File: config.mk
export PLATFORM = sky130hd
export DESIGN_NAME = cmd_scheduler_flat
export DESIGN_NICKNAME = d
export VERILOG_FILES = /design/src/rtl/cmd_scheduler_pkg.sv /design/src/rtl/cmd_scheduler_if.sv /design/src/rtl/cmd_scheduler_rr_arbiter.sv /design/src/rtl/cmd_scheduler.sv /design/src/flat_wrapper.sv
export SDC_FILE = /design/constraint.sdc
export NUM_CORES = 1
export LEC_CHECK = 0
export CAP_MARGIN = 20
export CORE_ASPECT_RATIO = 1.1
export CORE_MARGIN = 5
export CORE_UTILIZATION = 50
export DETAILED_ROUTE_END_ITERATION = 10
export PLACE_DENSITY = 0.74
export SLEW_MARGIN = 0
export SYNTH_ARGS = -nofsm -noshare
export SYNTH_HDL_FRONTEND = slang
export SYNTH_SLANG_ARGS = --single-unit
File: constraint.sdc
create_clock -name clk -period 4.5 [get_ports clk]
set_input_delay 1.125 -clock clk [delete_from_list [all_inputs] [get_ports clk]]
set_output_delay 1.125 -clock clk [all_outputs]
set_load 0.005 [all_outputs]
File: src/rtl/cmd_scheduler_pkg.sv
// Shared definitions for the command scheduler: FSM states, completion codes, field widths.
// Latency: n/a (types and constants only).
// Backpressure: n/a.
package cmd_scheduler_pkg;

  localparam int CMD_TYPE_W = 3;
  localparam int CMD_PORT_W = 4;

  typedef logic [CMD_TYPE_W-1:0] cmd_type_t;

  typedef enum logic [1:0] {
    ST_IDLE   = 2'd0,
    ST_ISSUE  = 2'd1,
    ST_WAIT   = 2'd2,
    ST_REPORT = 2'd3
  } state_t;

  typedef enum logic [1:0] {
    DONE_GOOD    = 2'b00,
    DONE_BAD     = 2'b01,
    DONE_TIMEOUT = 2'b10,
    DONE_ABORT   = 2'b11
  } done_status_t;

  // Index width for an N-entry slot set; a single slot still needs one bit.
  function automatic int idx_width(input int n);
    return (n > 1) ? $clog2(n) : 1;
  endfunction

endpackage

File: src/rtl/cmd_scheduler_if.sv
// Transport-layer command handshake: issue strobe with type/port, busy, completion strobes.
// Latency: n/a (wires only).
// Backpressure: cmd_busy holds off new issues; an issue already started is not retracted.
// Ports: master = scheduler (drives cmd_*), slave = transport (drives busy/done).
interface cmd_scheduler_if;
  import cmd_scheduler_pkg::*;

  cmd_type_t             cmd_type;
  logic [CMD_PORT_W-1:0] cmd_port;
  logic                  cmd_val;
  logic                  cmd_busy;
  logic                  cmd_done_good;
  logic                  cmd_done_bad;

  modport master (
    output cmd_type, cmd_port, cmd_val,
    input  cmd_busy, cmd_done_good, cmd_done_bad
  );

  modport slave (
    input  cmd_type, cmd_port, cmd_val,
    output cmd_busy, cmd_done_good, cmd_done_bad
  );

endinterface

File: src/rtl/cmd_scheduler_rr_arbiter.sv
// Round-robin pick: first requesting slot strictly after ptr, wrapping; ptr itself is last.
// Latency: combinational.
// Backpressure: none; grant is zero when no request is present.
// Ports: req (N requests), ptr (last winner) -> grant (one-hot), idx (binary index).
module cmd_scheduler_rr_arbiter
  import cmd_scheduler_pkg::*;
#(
  parameter int N  = 4,
  parameter int IW = idx_width(N)
) (
  input  logic [N-1:0]  req,
  input  logic [IW-1:0] ptr,
  output logic [N-1:0]  grant,
  output logic [IW-1:0] idx
);

  logic          found;
  logic [IW-1:0] cand;

  always_comb begin
    grant = '0;
    idx   = '0;
    found = 1'b0;
    cand  = '0;
    // Walk offsets 1..N so the slot after ptr has highest priority and ptr lowest.
    for (int k = 1; k <= N; k++) begin
      cand = IW'((int'(ptr) + k) % N);
      if (!found && req[cand]) begin
        found       = 1'b1;
        grant[cand] = 1'b1;
        idx         = cand;
      end
    end
  end

endmodule

File: src/rtl/cmd_scheduler.sv
// Sequences posted per-slot commands round-robin onto one transport interface and reports completion.
// Latency: post -> cmd_val 2 cycles after the post edge; completion -> done_val 1 cycle after it.
// Backpressure: cmd_busy blocks granting in IDLE only; posts to an occupied slot are dropped with req_ovf.
// Ports: clk/rst; req_val/req_type/req_pend/req_ovf host slots; abort; tp transport handshake;
//        done_val/done_port/done_status completion report; active = command in ISSUE or WAIT.
module cmd_scheduler
  import cmd_scheduler_pkg::*;
#(
  parameter int                   PORTS     = 4,
  parameter int                   TIMEOUT_W = 20,
  parameter logic [TIMEOUT_W-1:0] TIMEOUT   = 20'hFFFFF
) (
  input  logic                  clk,
  input  logic                  rst,
  input  logic [PORTS-1:0]      req_val,
  input  logic [3*PORTS-1:0]    req_type,
  output logic [PORTS-1:0]      req_pend,
  output logic [PORTS-1:0]      req_ovf,
  input  logic                  abort,
  cmd_scheduler_if.master       tp,
  output logic                  done_val,
  output logic [CMD_PORT_W-1:0] done_port,
  output logic [1:0]            done_status,
  output logic                  active
);

  localparam int IW = idx_width(PORTS);
  localparam logic [TIMEOUT_W-1:0] TMO_LAST = TIMEOUT - 1'b1;

  state_t               state;
  logic [IW-1:0]        ptr;
  logic [IW-1:0]        gnt_idx;
  logic [PORTS-1:0]     gnt_oh;
  logic [TIMEOUT_W-1:0] timer;
  done_status_t         rep_status;
  cmd_type_t            slot_type [PORTS];

  logic [PORTS-1:0] arb_grant;
  logic [IW-1:0]    arb_idx;

  logic [PORTS-1:0] issue_clr;
  logic [PORTS-1:0] occupied;
  logic [PORTS-1:0] accept;
  logic [PORTS-1:0] ovf_n;
  logic [PORTS-1:0] pend_n;

  cmd_scheduler_rr_arbiter #(.N(PORTS), .IW(IW)) u_arb (
    .req   (req_pend),
    .ptr   (ptr),
    .grant (arb_grant),
    .idx   (arb_idx)
  );

  // The granted slot frees up on the ISSUE edge, so a post landing on that same
  // edge is treated as a post to an empty slot.
  always_comb begin
    issue_clr = (state == ST_ISSUE) ? gnt_oh : '0;
    occupied  = req_pend & ~issue_clr;
    accept    = abort ? '0 : (req_val & ~occupied);
    ovf_n     = abort ? '0 : (req_val & occupied);
    pend_n    = abort ? '0 : (occupied | req_val);
  end

  always_ff @(posedge clk) begin
    if (rst) begin
      state       <= ST_IDLE;
      ptr         <= IW'(PORTS - 1);
      gnt_idx     <= '0;
      gnt_oh      <= '0;
      timer       <= '0;
      rep_status  <= DONE_GOOD;
      req_pend    <= '0;
      req_ovf     <= '0;
      tp.cmd_type <= '0;
      tp.cmd_port <= '0;
      tp.cmd_val  <= 1'b0;
      done_val    <= 1'b0;
      done_port   <= '0;
      done_status <= '0;
      active      <= 1'b0;
      for (int i = 0; i < PORTS; i++) slot_type[i] <= '0;
    end else begin
      tp.cmd_val <= 1'b0;
      done_val   <= 1'b0;
      req_pend   <= pend_n;
      req_ovf    <= ovf_n;
      for (int i = 0; i < PORTS; i++) begin
        if (accept[i]) slot_type[i] <= req_type[3*i +: 3];
      end

      case (state)
        ST_IDLE: begin
          // abort gates the grant because req_pend still shows the pre-abort slots.
          if (!abort && (|req_pend) && !tp.cmd_busy) begin
            gnt_idx <= arb_idx;
            gnt_oh  <= arb_grant;
            ptr     <= arb_idx;
            active  <= 1'b1;
            state   <= ST_ISSUE;
          end
        end

        ST_ISSUE: begin
          if (abort) begin
            rep_status <= DONE_ABORT;
            active     <= 1'b0;
            state      <= ST_REPORT;
          end else begin
            tp.cmd_val  <= 1'b1;
            tp.cmd_type <= slot_type[gnt_idx];
            tp.cmd_port <= CMD_PORT_W'(gnt_idx);
            timer       <= '0;
            state       <= ST_WAIT;
          end
        end

        ST_WAIT: begin
          if (abort) begin
            rep_status <= DONE_ABORT;
            active     <= 1'b0;
            state      <= ST_REPORT;
          end else if (tp.cmd_done_bad) begin
            rep_status <= DONE_BAD;
            active     <= 1'b0;
            state      <= ST_REPORT;
          end else if (tp.cmd_done_good) begin
            rep_status <= DONE_GOOD;
            active     <= 1'b0;
            state      <= ST_REPORT;
          end else if (timer == TMO_LAST) begin
            rep_status <= DONE_TIMEOUT;
            active     <= 1'b0;
            state      <= ST_REPORT;
          end else begin
            timer <= timer + 1'b1;
          end
        end

        ST_REPORT: begin
          done_val    <= 1'b1;
          done_port   <= CMD_PORT_W'(gnt_idx);
          done_status <= rep_status;
          state       <= ST_IDLE;
        end

        default: state <= ST_IDLE;
      endcase
    end
  end

endmodule

File: src/flat_wrapper.sv
// flat-port wrapper written by rule: the top's interface ports become plain ports
module cmd_scheduler_flat import cmd_scheduler_pkg::*;
#(
  parameter int                   PORTS     = 4,
  parameter int                   TIMEOUT_W = 20,
  parameter logic [TIMEOUT_W-1:0] TIMEOUT   = 20'hFFFFF
)
  (clk, rst, req_val, req_type, req_pend, req_ovf, abort, done_val, done_port, done_status, active, tp_cmd_type, tp_cmd_port, tp_cmd_val, tp_cmd_busy, tp_cmd_done_good, tp_cmd_done_bad);
  cmd_scheduler_if tp_i ();
  input  logic clk;
  input  logic rst;
  input  logic [PORTS-1:0] req_val;
  input  logic [3*PORTS-1:0] req_type;
  output logic [PORTS-1:0] req_pend;
  output logic [PORTS-1:0] req_ovf;
  input  logic abort;
  output logic done_val;
  output logic [CMD_PORT_W-1:0] done_port;
  output logic [1:0] done_status;
  output logic active;
  output wire logic [$bits(tp_i.cmd_type)-1:0] tp_cmd_type;
  output wire logic [$bits(tp_i.cmd_port)-1:0] tp_cmd_port;
  output wire logic [$bits(tp_i.cmd_val)-1:0] tp_cmd_val;
  input wire logic [$bits(tp_i.cmd_busy)-1:0] tp_cmd_busy;
  input wire logic [$bits(tp_i.cmd_done_good)-1:0] tp_cmd_done_good;
  input wire logic [$bits(tp_i.cmd_done_bad)-1:0] tp_cmd_done_bad;
  assign tp_cmd_type = tp_i.cmd_type;
  assign tp_cmd_port = tp_i.cmd_port;
  assign tp_cmd_val = tp_i.cmd_val;
  assign tp_i.cmd_busy = tp_cmd_busy;
  assign tp_i.cmd_done_good = tp_cmd_done_good;
  assign tp_i.cmd_done_bad = tp_cmd_done_bad;
  cmd_scheduler #(.PORTS(PORTS), .TIMEOUT_W(TIMEOUT_W), .TIMEOUT(TIMEOUT)) u_core (.clk(clk), .rst(rst), .req_val(req_val), .req_type(req_type), .req_pend(req_pend), .req_ovf(req_ovf), .abort(abort), .tp(tp_i), .done_val(done_val), .done_port(done_port), .done_status(done_status), .active(active));
endmodule
Word-level counts from Yosys, hierarchy flattened
Memories as Yosys holds them, arrays and structs flattened. A register that Yosys moved wholly into a read port is not among the register bits. Cells that the tools add are included.

Flip-flop bits (word level): 49. Memory bits (writable): 12. Output and inout port bits: 24. Logic and storage cells: 156. Memories kept: 1.

Add/subtract/negate cells: 5. $lt $le $gt $ge: 8. Eq/ne operators: 12. Multiplexer cells: 75. Bitwise gates (word level): 15. Reduce and logical (&&, ||, !) cells: 26.

Memory list: u_core.slot_type (depth 4, width 3, read ports 1, clocked after Yosys merged registers in 1, write ports 4, RTL line cmd_scheduler.sv:36) `cmd_type_t slot_type [PORTS];`.

Operators with widths (count): 2-to-1 mux 20 bit (5); one-hot mux 20 bit (2 select lines) (1); 2-to-1 mux 1 bit (34); 2-to-1 mux 2 bit (14); 2-to-1 mux 4 bit (6); adder 20 x 1 -> 20 bit, second input constant (1); == test 20 bit, second input constant (1); bitwise OR 4 bit (4); AND 4 bit (3); < comparator 2 x 3 -> 1 bit, second input constant (4); 2-to-1 mux 3 bit (4); inequality test 2 bit, second input constant (6); logical AND 1 bit (9); binary-select mux 1 bit (select 2 bit) (4); demux 1 bit (select 2 bit) (4); greater-or-equal comparator 2 x 1 -> 1 bit, second input constant (4); inverter 4 bit (2); one-hot mux 2 bit (4 select lines) (1); AND reduction 2 bit (3); AND reduction 6 bit (1); logical NOT 1 bit (5); inequality test 5 x 4 -> 1 bit, second input constant (1); adder 2 x 1 -> 2 bit, second input constant (2); adder 2 bit, second input constant (2); other kinds (14) (20).

Logic depth before layout (Yosys ltp)
Gate-level depths: netlist of the first run.

Depth in word-level cells: 13. Gate-level depth with buffers: 11.

Cells and area by module
From an unflattened synthesis of the first run, not the netlist that was laid out.

Cells, all modules: 376. Area, all modules: 3500.9 sq um.

Modules (own cells, without submodules): cmd_scheduler (times used 1, cells an instance 308, area an instance 2955.3 sq um, seq. area each 1401.3 sq um); cmd_scheduler_rr_arbiter (times used 1, cells an instance 68, area an instance 545.5 sq um, seq. area each 0.0 sq um).

Worst setup path after synthesis of the first run
Ideal clock, no wire load.

Path type: reg-to-reg. Start point: register u_core.ptr[0]. End point: register u_core.ptr[1]. Setup time: 0.132 ns. Data arrival time: 2.380 ns. Required time: 4.368 ns. Path slack: 1.988 ns. Cell stages (with the launch flop): 10. Path buffers: 2. Clock period less this slack: 2.512 ns. Cells stage by stage: dfxtp_1 buf_6 inv_1 ha_1 clkbuf_1 mux4_2 or2_4 a221o_1 o21ai_2 o311ai_1.

Cells in the longest elaborated chain, start to end: 13. Elaborated cells between the ends (all ways): 25.

RTL lines: start: declaration (RTL line cmd_scheduler.sv:31) `logic [IW-1:0] ptr;`; start signal: assignment (RTL line cmd_scheduler.sv:67) `ptr <= IW'(PORTS - 1);`; start signal: assignment (RTL line cmd_scheduler.sv:97) `ptr <= arb_idx;`; adder 2 x 1 -> 2 bit (RTL line cmd_scheduler_rr_arbiter.sv:27) `cand = IW'((int'(ptr) + k) % N);`; binary-select mux 1 bit (select 2 bit) (RTL line cmd_scheduler_rr_arbiter.sv:28) `if (!found && req[cand]) begin`; 2-to-1 mux 1 bit (implied by the code) (RTL line cmd_scheduler_rr_arbiter.sv:28); 2-to-1 mux 1 bit (RTL line cmd_scheduler_rr_arbiter.sv:28); logical NOT 1 bit (RTL line cmd_scheduler_rr_arbiter.sv:28); logical AND 1 bit (RTL line cmd_scheduler_rr_arbiter.sv:28); 2-to-1 mux 1 bit (RTL line cmd_scheduler_rr_arbiter.sv:28); logical NOT 1 bit (RTL line cmd_scheduler_rr_arbiter.sv:28); logical AND 1 bit (RTL line cmd_scheduler_rr_arbiter.sv:28); 2-to-1 mux 1 bit (RTL line cmd_scheduler_rr_arbiter.sv:28); logical NOT 1 bit (RTL line cmd_scheduler_rr_arbiter.sv:28); logical AND 1 bit (RTL line cmd_scheduler_rr_arbiter.sv:28); 2-to-1 mux 2 bit * (RTL line cmd_scheduler_rr_arbiter.sv:28).

Mark *: on every way between the ends. The rest lies on a longest branch, timed or not. The select of a mux whose other input is x is not followed. A chain may end at the register's enable or synchronous reset.

Worst setup path after layout of the first run
Start point: input abort. End point: register u_core.timer[8].

Cells in the longest elaborated chain, start to end: 2. Elaborated cells between the ends (all ways): 3.

RTL lines: start: declaration (RTL line flat_wrapper.sv:16) `input logic abort;`; inequality test 2 bit (no source line); AND reduction 6 bit (no source line) *; end signal: assignment (RTL line cmd_scheduler.sv:135) `timer <= timer + 1'b1;`; end: declaration (RTL line cmd_scheduler.sv:34) `logic [TIMEOUT_W-1:0] timer;`.

Mark *: on every way between the ends. The rest lies on a longest branch, timed or not.

==> results.py, run 1 <==
metrics = {
    "placed_design": {
        "port_buffers": 41,
        "dp_hpwl_um": 4820,
        "dpl-instance-area_um2": 3640,
        "dpl.cell_count": 444,
        "gp_congestion": 0.825,
        "place_ws_ns": 1.15,
    },
    "setup_path": {
        "r2r_setup_slack_ns": 1.74,
        "required_ns": 4.77,
        "crit_start": "abort",
        "path_buf_inv": 2,
        "critPathMaxStageDelay_ns": 0.63,
        "cp_max_fo": 12,
        "worstReg2RegStart": "u_core.ptr[0]",
        "worstSetupPathType": "in -> reg",
        "path_delay_family": "compound AO/OA/AOI/OAI gates",
        "reg2reg_to": "u_core.ptr[1]",
        "arrival_ns": 3.29,
        "cpMaxStageDelayCell": "a211oi_2",
        "worstSetupEndpointType": "flip-flop",
        "start_kind": "primary input",
        "worst_r2r_path_depth": 7,
        "crit_path_cell_trace": "clkdlybuf4s50_1 -> inv_1 -> o21ai_0 -> a211oi_2 -> nand2_1 -> or3_1 -> a21oi_1",
    },
    "sta": {
        "relSlewSlack": 0.524,
        "final.min_clock_period_ns": 3.03,
        "tightest_slew_ns": 0.712,
        "setup_tns_ns": 0,
        "max_freq_ghz": 0.331,
        "grt_setup_unrepaired": "no",
        "finalHoldViolCount": 0,
        "finClkSkew_ns": 0.00644,
        "drv_slew": 0,
        "setup_viol": 0,
        "timing.final.crit_share": 0.672,
        "fin_ws_ns": 1.47,
        "hold_ws_ns": 0.460,
    },
    "synthesis": {
        "yosysUniqueCellTypes": 47,
        "synth_edf_count": 12,
        "ys.flop_type": "dfxtp_1",
        "ys_seq_elements": 64,
        "synthCells": 338,
        "seq_area_frac_synth": 0.437,
        "async_flop_share": 0,
        "ys_warn_count": 0,
        "syn_area_per_cell_um2": 9.49,
        "synth_area_um2": 3210,
    },
    "route": {
        "drc": 0,
        "met2_length_um": 3180,
        "routed_wl_um": 6690,
        "drt-initial-drc-count": 84,
        "avgViaCountPerCell": 5.40,
        "drt-met1-wl_um": 3120,
        "final_antenna_net_count": 0,
        "num_vias": 2477,
        "route.met3.wl_um": 252,
        "wl_per_cell_um": 14.6,
        "top_layer_used": "met4",
        "first_pass_iters": 4,
    },
    "floorplan": {
        "io_pins": 46,
        "die-area_um2": 8120,
        "initial_core_util": 0.518,
        "die_height_um": 94.0,
        "core_area_um2": 6190,
        "placementRows": 30,
        "die_w_um": 86.4,
    },
    "cts": {
        "root_buffer": "clkbuf_8",
        "cts_setup_buffers": 0,
        "cts_made_buffers": 9,
        "clock_latency_ns": 0.33,
        "cts_resized": 0,
        "clk_pin_slew_ns": 0.07,
        "clock_sinks": 64,
        "cts_tree": "done",
        "h-tree-depth": 3,
        "clock_path_buffers": 2,
        "ctsHoldBuffers": 0,
    },
    "global_route": {
        "antenna_found_initial": 0,
        "grt_pass1_vias": 2443,
        "grt_overflow_total": 0,
        "grt_start_max_net_pins": 21,
        "grt_pass1_wl_um": 11300,
        "grt_usage": 0.176,
    },
    "finish": {
        "multi_input_area_um2": 1670,
        "diodes": 0,
        "num-nets-final": 411,
        "fillers": 525,
        "postLayoutCoreUtil": 0.619,
        "fin_cells": 459,
        "seq_area_um2": 1400,
        "drive_above_1_share": 0.0871,
        "area_growth_pct": 19.5,
        "postLayoutCellArea_um2": 3830,
    },
    "hold_path": {
        "hold_start": "u_core.tp.cmd_type[0]",
        "hp-class": "reg -> reg",
        "min_delay_path_depth": 2,
        "worstHoldEndpoint": "u_core.tp.cmd_type[0]",
    },
    "outcome": {
        "status": "finished clean",
    },
    "pwr": {
        "p_per_area_nw_per_um2": 382,
        "p_leak_nw": 1.48,
        "total_power_mw": 1.46,
        "ir_drop_uv": 250,
    },
    "flow_run": {
        "max_cap_viol_count": 0,
    },
}
worst max path at each step:
| stage | end | slack [ns] | cells after the start |
|---|---|---|---|
| 2_1_floorplan | u_core.ptr[1] | 1.99 | 9 |
| 3_3_place_gp | u_core.timer[8] | 1.21 | 7 |
| 3_5_place_dp | u_core.timer[8] | 1.15 | 7 |
| 4_1_cts | u_core.timer[8] | 1.49 | 7 |
| 5_1_grt | u_core.timer[8] | 1.29 | 7 |
| 6_report | u_core.timer[8] | 1.47 | 7 |
state kept, by name, indices dropped and copies added, names as in the netlist:
signal / cells
u_core.gnt_idx: 2
u_core.tp.cmd_type: 3
u_core.ptr: 2
u_core.done_status: 2
u_core.state: 2
u_core.req_pend: 4
u_core.slot_type: 12
u_core.req_ovf: 4
u_core.tp.cmd_port: 2
u_core.active: 1
u_core.done_port: 2
u_core.rep_status: 2
u_core.done_val: 1
u_core.gnt_oh: 4
u_core.tp.cmd_val: 1
u_core.timer: 20
tightest hold or removal path, cell delays in order, from the launching register on:
cell	delay, ns
dfxtp_1	0.31
nand2_1	0.05
a21oi_1	0.05
power breakdown:
| group | internal, mW | switching [mW] | total [mW] | leakage [nW] |
|---|---|---|---|---|
| Sequential | 0.627 | 0.0413 | 0.668 | 0.549 |
| Combinational | 0.141 | 0.160 | 0.300 | 0.834 |
| Clock | 0.285 | 0.210 | 0.495 | 0.101 |
| Total | 1.05 | 0.411 | 1.46 | 1.48 |
per-layer routing:
layer	up-vias	GRT usage
met4	0	0.0688
li1	1253	-
met3	10	0.0518
met5	-	0
met2	48	0.277
met1	1166	0.227
synth_stat cells, types with 2 or more instances:
library cell	number	area [um2]
dfxtp_1	52	1040
nor2_1	45	169
nand2_1	32	120
and2_1	17	106
xor2_1	15	131
ha_1	14	175
a21oi_1	13	65.1
edfxtp_1	12	360
nand3_1	10	50.1
clkbuf_1	9	33.8
inv_1	9	33.8
nand4_1	8	50.1
o21ai_0	8	40.0
and3_1	6	37.5
mux2i_1	6	60.1
nor2b_1	6	37.5
nor3_1	6	30.0
a221oi_1	5	43.8
mux4_2	5	113
o21a_1	5	37.5
a211oi_1	4	30.0
a22oi_1	4	30.0
a31o_2	4	35.0
buf_2	4	20.0
buf_4	4	30.0
o211a_1	4	40.0
buf_6	3	33.8
nor4_1	3	18.8
xnor2_1	3	26.3
a311oi_1	2	17.5
and4_1	2	17.5
mux4_1	2	52.6
o21ai_1	2	10.0
layout by cell type (no fill, tap or decap), types with 4 or more instances in the layout:
cell type	count
and3_1	6
a221oi_1	5
clkbuf_8	9
inv_1	9
nand3_1	10
mux2i_1	6
nand4_1	8
nand2_1	32
dfxtp_1	52
o211a_1	4
nor3_1	6
mux4_2	5
o21a_1	5
a31o_2	4
clkdlybuf4s50_1	41
conb_1	4
o21ai_0	7
xor2_1	15
edfxtp_1	12
ha_1	14
and2_1	17
nor2_1	45
nor2b_1	6
a22oi_1	4
a21oi_1	13
cell families (layout without fill, tap and decap cells):
kind of cell,Yosys count,in the layout,share of synthesized area
AND/OR/NAND/NOR,141,141,0.213
buffers and inverters,30,68,0.0484
AO/OA/AOI/OAI,56,56,0.123
other,1,4,0.00117
adder cells (fa/ha/maj),14,14,0.0546
flip-flops,64,64,0.437
XOR/XNOR,18,18,0.0491
multiplexers,14,14,0.0737
area by class of cell:
type | count | area share
clock inverters | 3 | 0.0104
well taps | 80 | 0.0261
repair buffers | 44 | 0.113
multi-input cells | 247 | 0.435
inverters | 9 | 0.00881
flip-flops and latches | 64 | 0.366
clock buffers | 12 | 0.0408
No activity file was read; power rests on OpenSTA's default activity.
==> inputs of run 2 (changes only) <==
CORE_UTILIZATION = 49   (was 50)
PLACE_DENSITY = 0.76   (was 0.74)
clock period = 2.5 ns   (was 4.5 ns; I/O delays follow)
==> results.py, run 2 (synthesized netlist as in run 1, its figures left out) <==
metrics = {
    "floorplan": {
        "io_pins": 46,
        "initial_core_util": 0.495,
        "die_height_um": 94.9,
        "die-area_um2": 8270,
        "placementRows": 31,
        "core_area_um2": 6480,
        "die_w_um": 87.2,
    },
    "finish": {
        "num-nets-final": 418,
        "postLayoutCoreUtil": 0.602,
        "largest_reg_flops": 20,
        "layout_commonest_cell": "dfxtp_1",
        "area_growth_pct": 21.5,
        "fin_cells": 469,
        "drive_above_1_share": 0.111,
        "reg.largest.list": "u_core.timer: 20 flops, u_core.slot_type: 12 flops",
        "diodes": 0,
        "max_flop_register": "u_core.timer",
        "mostFrequentLayoutCells": "dfxtp_1, nor2_1, clkdlybuf4s50_1",
    },
    "sta": {
        "max_freq_ghz": 0.430,
        "finalHoldViolCount": 0,
        "drv_slew": 0,
        "setup_viol": 0,
        "grt_setup_unrepaired": "no",
        "finClkSkew_ns": 0.00655,
        "setup_tns_ns": 0,
        "final.min_clock_period_ns": 2.33,
        "hold_ws_ns": 0.460,
        "fin_ws_ns": 0.173,
        "timing.final.crit_share": 0.931,
    },
    "setup_path": {
        "arrival_ns": 2.53,
        "worstSetupEndpointType": "flip-flop",
        "worstSetupPathType": "reg -> reg",
        "cp_max_fo": 9,
        "cpMaxStageDelayCell": "mux4_2",
        "start_kind": "flip-flop",
        "required_ns": 2.70,
        "r2r_setup_slack_ns": 0.17,
        "crit_path_cell_trace": "inv_1 -> ha_1 -> mux4_2 -> or2_4 -> a221o_1 -> o21ai_2 -> o311ai_1",
        "critPathMaxStageDelay_ns": 0.46,
    },
    "cts": {
        "h-tree-depth": 3,
        "cts_made_buffers": 9,
        "root_buffer": "clkbuf_8",
        "clock_latency_ns": 0.34,
        "clock_sinks": 64,
        "ctsHoldBuffers": 0,
        "clock_path_buffers": 2,
        "cts_tree": "done",
        "cts_resized": 0,
        "clk_pin_slew_ns": 0.07,
        "cts_setup_buffers": 0,
    },
    "global_route": {
        "grt_overflow_total": 0,
        "grt_usage": 0.176,
        "grt_pass1_wl_um": 11500,
        "grt_pass1_vias": 2568,
        "grt_start_max_net_pins": 21,
        "antenna_found_initial": 0,
    },
    "pwr": {
        "p_clk_frac": 0.331,
        "p_int_mw": 1.86,
        "p_sw_frac": 0.298,
        "power_frac_comb": 0.221,
        "seqPwrFrac": 0.449,
        "p_per_area_nw_per_um2": 680,
        "ir_drop_uv": 450,
        "p_leak_nw": 1.51,
        "switchingPower_mw": 0.791,
    },
    "placed_design": {
        "port_buffers": 41,
        "place_ws_ns": 0.0924,
        "dp_hpwl_um": 5080,
        "gp_congestion": 0.845,
        "dpl.cell_count": 453,
    },
    "route": {
        "num_vias": 2562,
        "final_antenna_net_count": 0,
        "first_pass_iters": 4,
        "avgViaCountPerCell": 5.46,
        "routed_wl_um": 6900,
        "drc": 0,
        "wl_per_cell_um": 14.7,
        "drt-initial-drc-count": 105,
    },
    "flow_run": {
        "max_cap_viol_count": 0,
    },
    "hold_path": {
        "hp-class": "reg -> reg",
    },
    "outcome": {
        "status": "finished clean",
    },
}
-- run 2: power by group through the flow --
stage | Sequential, mW | Combinational, mW | Clock (mW)
2_1_floorplan | 1.20 | 0.403 | 0
3_3_place_gp | 1.21 | 0.564 | 0
3_5_place_dp | 1.21 | 0.578 | 0
4_1_cts | 1.19 | 0.584 | 0.879
5_1_grt | 1.20 | 0.650 | 0.932
6_report | 1.19 | 0.585 | 0.876
-- run 2: layout make-up --
class                      count  area (um2)
inverter                       9        33.8
sequential                    64        1400
timing repair buffer          51         498
multi-input combinational    247        1670
clock buffer                   9         124
tap                           82         103
fill                         543        2580
clock inverter                 7        70.1
-- run 2: path summary, 6_finish.rpt --
path,start,endpoint,depth (start not counted)
setup / recovery,u_core.ptr[1],u_core.ptr[1],7
hold / removal,u_core.tp.cmd_port[1],u_core.tp.cmd_port[1],2
setup reg to reg,u_core.ptr[1],u_core.ptr[1],7
hold reg to reg,u_core.tp.cmd_port[1],u_core.tp.cmd_port[1],2
-- run 2: metrics by stage --
stage,cell area (um2),total power [mW]
2_1_floorplan,3220,1.60
3_3_place_gp,3700,1.77
3_5_place_dp,3700,1.79
4_1_cts,3900,2.65
5_1_grt,3900,2.78
6_report,3900,2.65
-- run 2: critical path, delay by kind of cell (launching register included) --
kind,cells,cell delay [ns]
flip-flops,1,0.33
AO/OA/AOI/OAI,3,0.53
buffers and inverters,1,0.11
adder cells (fa/ha/maj),1,0.45
AND/OR/NAND/NOR,1,0.31
multiplexers,1,0.46
-- run 2: metal layers --
layer | part of all wire | wire (um) | track usage
met1 | 0.45 | 3130 | 0.221
met2 | 0.49 | 3370 | 0.288
met3 | 0.041 | 281 | 0.0506
met4 | 0.017 | 119 | 0.0652
met5 | 0 | 0 | 0
==> RTL change: new RTL, settings of run 2 <==
`PORTS` is set to 4 in 2 places; all go to 2.
--- a/src/rtl/cmd_scheduler.sv
+++ b/src/rtl/cmd_scheduler.sv
@@ -6,7 +6,7 @@
 module cmd_scheduler
   import cmd_scheduler_pkg::*;
 #(
-  parameter int                   PORTS     = 4,
+  parameter int                   PORTS     = 2,
   parameter int                   TIMEOUT_W = 20,
   parameter logic [TIMEOUT_W-1:0] TIMEOUT   = 20'hFFFFF
 ) (
--- a/src/flat_wrapper.sv
+++ b/src/flat_wrapper.sv
@@ -1,7 +1,7 @@
 // flat-port wrapper written by rule: the top's interface ports become plain ports
 module cmd_scheduler_flat import cmd_scheduler_pkg::*;
 #(
-  parameter int                   PORTS     = 4,
+  parameter int                   PORTS     = 2,
   parameter int                   TIMEOUT_W = 20,
   parameter logic [TIMEOUT_W-1:0] TIMEOUT   = 20'hFFFFF
 )
Interface: changed (resized req_ovf, req_pend, req_type and req_val); port bits go from 46 to 34. The function was not compared with the original's and may differ.
==> RTL change against run 2 <==
Sequential cell count is 16 lower; power is 30% lower; setup slack worse by 0.099 ns; die area is 24% lower; synthesized area is 27% lower; count of clock-buffer cells in the layout is 4 lower; routed wire length is 22% lower; design area is 28% lower.
==> RTL change: results (changes against run 2) <==
stage	metric	value	unit	change
timing	Setup Skew	0.0106	ns	+0.00401 ns
placed_design	IO Port Bufs	27		-34%
logic_synthesis	ranking of synthesized cells by area	dfxtp_1, edfxtp_1, a311oi_1, ha_1, nand3_1		
status	outcome	finished, final reports clean		
logic_synthesis	Syn Inst Count	253		-25%
logic_synthesis	Post-synth EDFFs	6		-6
detailed_routing	Iteration-0 DRC Markers	190		+81%
logic_synthesis	Synth Area in Compound Gates	23.1	%	+11 points
detailed_routing	Post-Route WL	5400	microns	-22%
global_route	first-pass GRT wire length	8940	microns	-22%
detailed_routing	via/cell ratio	5.88		+7.7%
placed_design	dpl cells	338		-25%
worst_setup_path	delay of the slowest critical-path stage	0.54	ns	+0.08 ns
logic_synthesis	XOR/XNOR Fraction of Synth Area	0	%	-4.9 points
worst_setup_path	Slowest cell on crit path	or4b_4		
logic_synthesis	adder-cell share of the synthesized area	3.22	%	-2.2 points
detailed_routing	first-pass detailed-route iteration total	5		+1
cells_and_area	NumNets Final	309		-26%
cells_and_area	Fill cells	395		-27%
global_route	total track usage	18.7	%	+1.0 points
power_and_ir_drop	Peak VDD IR	0.492	mV	+9.5%
clocking	CTS buffer count	5		-4
placed_design	RD Place Congestion	0.894		+5.8%
logic_synthesis	register area share after synthesis	43.7	%	+0.048 points
worst_setup_path	critical path data arrival time	2.65	ns	+0.12 ns
cells_and_area	biggest regs	u_core.timer (20), u_core.slot_type (6), u_core.tp.cmd_type (3)		
logic_synthesis	Distinct cells, synth	55		+17%
power_and_ir_drop	Lkg Pwr	0.949	nW	-37%
global_route	pin count of the biggest net entering global routing	31		+48%
placed_design	setup slack at placement	-0.217	ns	-0.309 ns
clocking	Worst-path clk slew	0.09	ns	+0.02 ns
detailed_routing	vias	2035		-21%
power_and_ir_drop	sw frac	27.9	%	-1.9 points
worst_setup_path	crit path max fanout	5		-4
logic_synthesis	mux contribution to synthesized area	2.57	%	-4.8 points
RTL change: cell types whose count changed after synthesis, moves of 6 or more:
cell / before / now
edfxtp_1: 12 / 6
and2_1: 17 / 9
a311oi_1: 2 / 9
nor2_1: 45 / 17
nand2_1: 32 / 17
dfxtp_1: 52 / 42
a31oi_1: 1 / 8
ha_1: 14 / 6
xor2_1: 15 / 0
RTL change: kinds of logic after synthesis:
group           Yosys count
compound gates           74
fa+ha+maj                 6
other cells               1
buf+inv                  24
simple gates             94
mux                       6
flops                    48
RTL change: timing repair:
item | in CTS | in global routing
hold buffers | 0 | 0
buffers inserted | 0 | 0
endpoints found under the setup margin | 0 | 1
gates resized for setup | 0 | 1
RTL change: final cells by class:
type,count,area (sq um),area share (%)
tap,56,70.1,2.49
multi-input combinational,186,1220,43.2
clock buffer,5,68.8,2.44
clock inverter,3,37.5,1.33
inverter,7,26.3,0.933
sequential,48,1020,36.3
timing repair buffer,41,375,13.3
RTL change: worst max-delay path: cells and delay by family:
family          cells  cell delay (ns)
buf+inv             1             0.45
compound gates      3             0.75
simple gates        2             0.82
RTL change: per-stage QoR:
stage / hold slack, ns / utilization, %
floorplan: 0.436 / -
global placement: 0.449 / 58.5
detailed placement: 0.456 / 58.5
CTS: 0.467 / 60.8
global route: 0.500 / 61.0
finish: 0.466 / 61.0
RTL change: path summary, 6_finish.rpt:
check,start,end,slack [ns]
max,abort,u_core.timer[14],0.07
min,u_core.tp.cmd_port[0],u_core.tp.cmd_port[0],0.47
max reg2reg,u_core.state[0],u_core.timer[14],0.32
min reg2reg,u_core.tp.cmd_port[0],u_core.tp.cmd_port[0],0.47
RTL change: layer usage:
| layer | wire [microns] | GRT usage, % |
|---|---|---|
| met5 | 0 | 0 |
| met4 | 78 | 7.17 |
| met3 | 273 | 3.63 |
| met2 | 2710 | 31.6 |
| met1 | 2340 | 23.1 |
RTL change: power groups by stage:
stage	Combinational, W	Sequential [W]	Clock, W
floorplan	0.000274	0.000886	0
global placement	0.000430	0.000894	0
detailed placement	0.000436	0.000894	0
CTS	0.000440	0.000876	0.000558
global route	0.000494	0.000885	0.000591
finish	0.000440	0.000877	0.000547
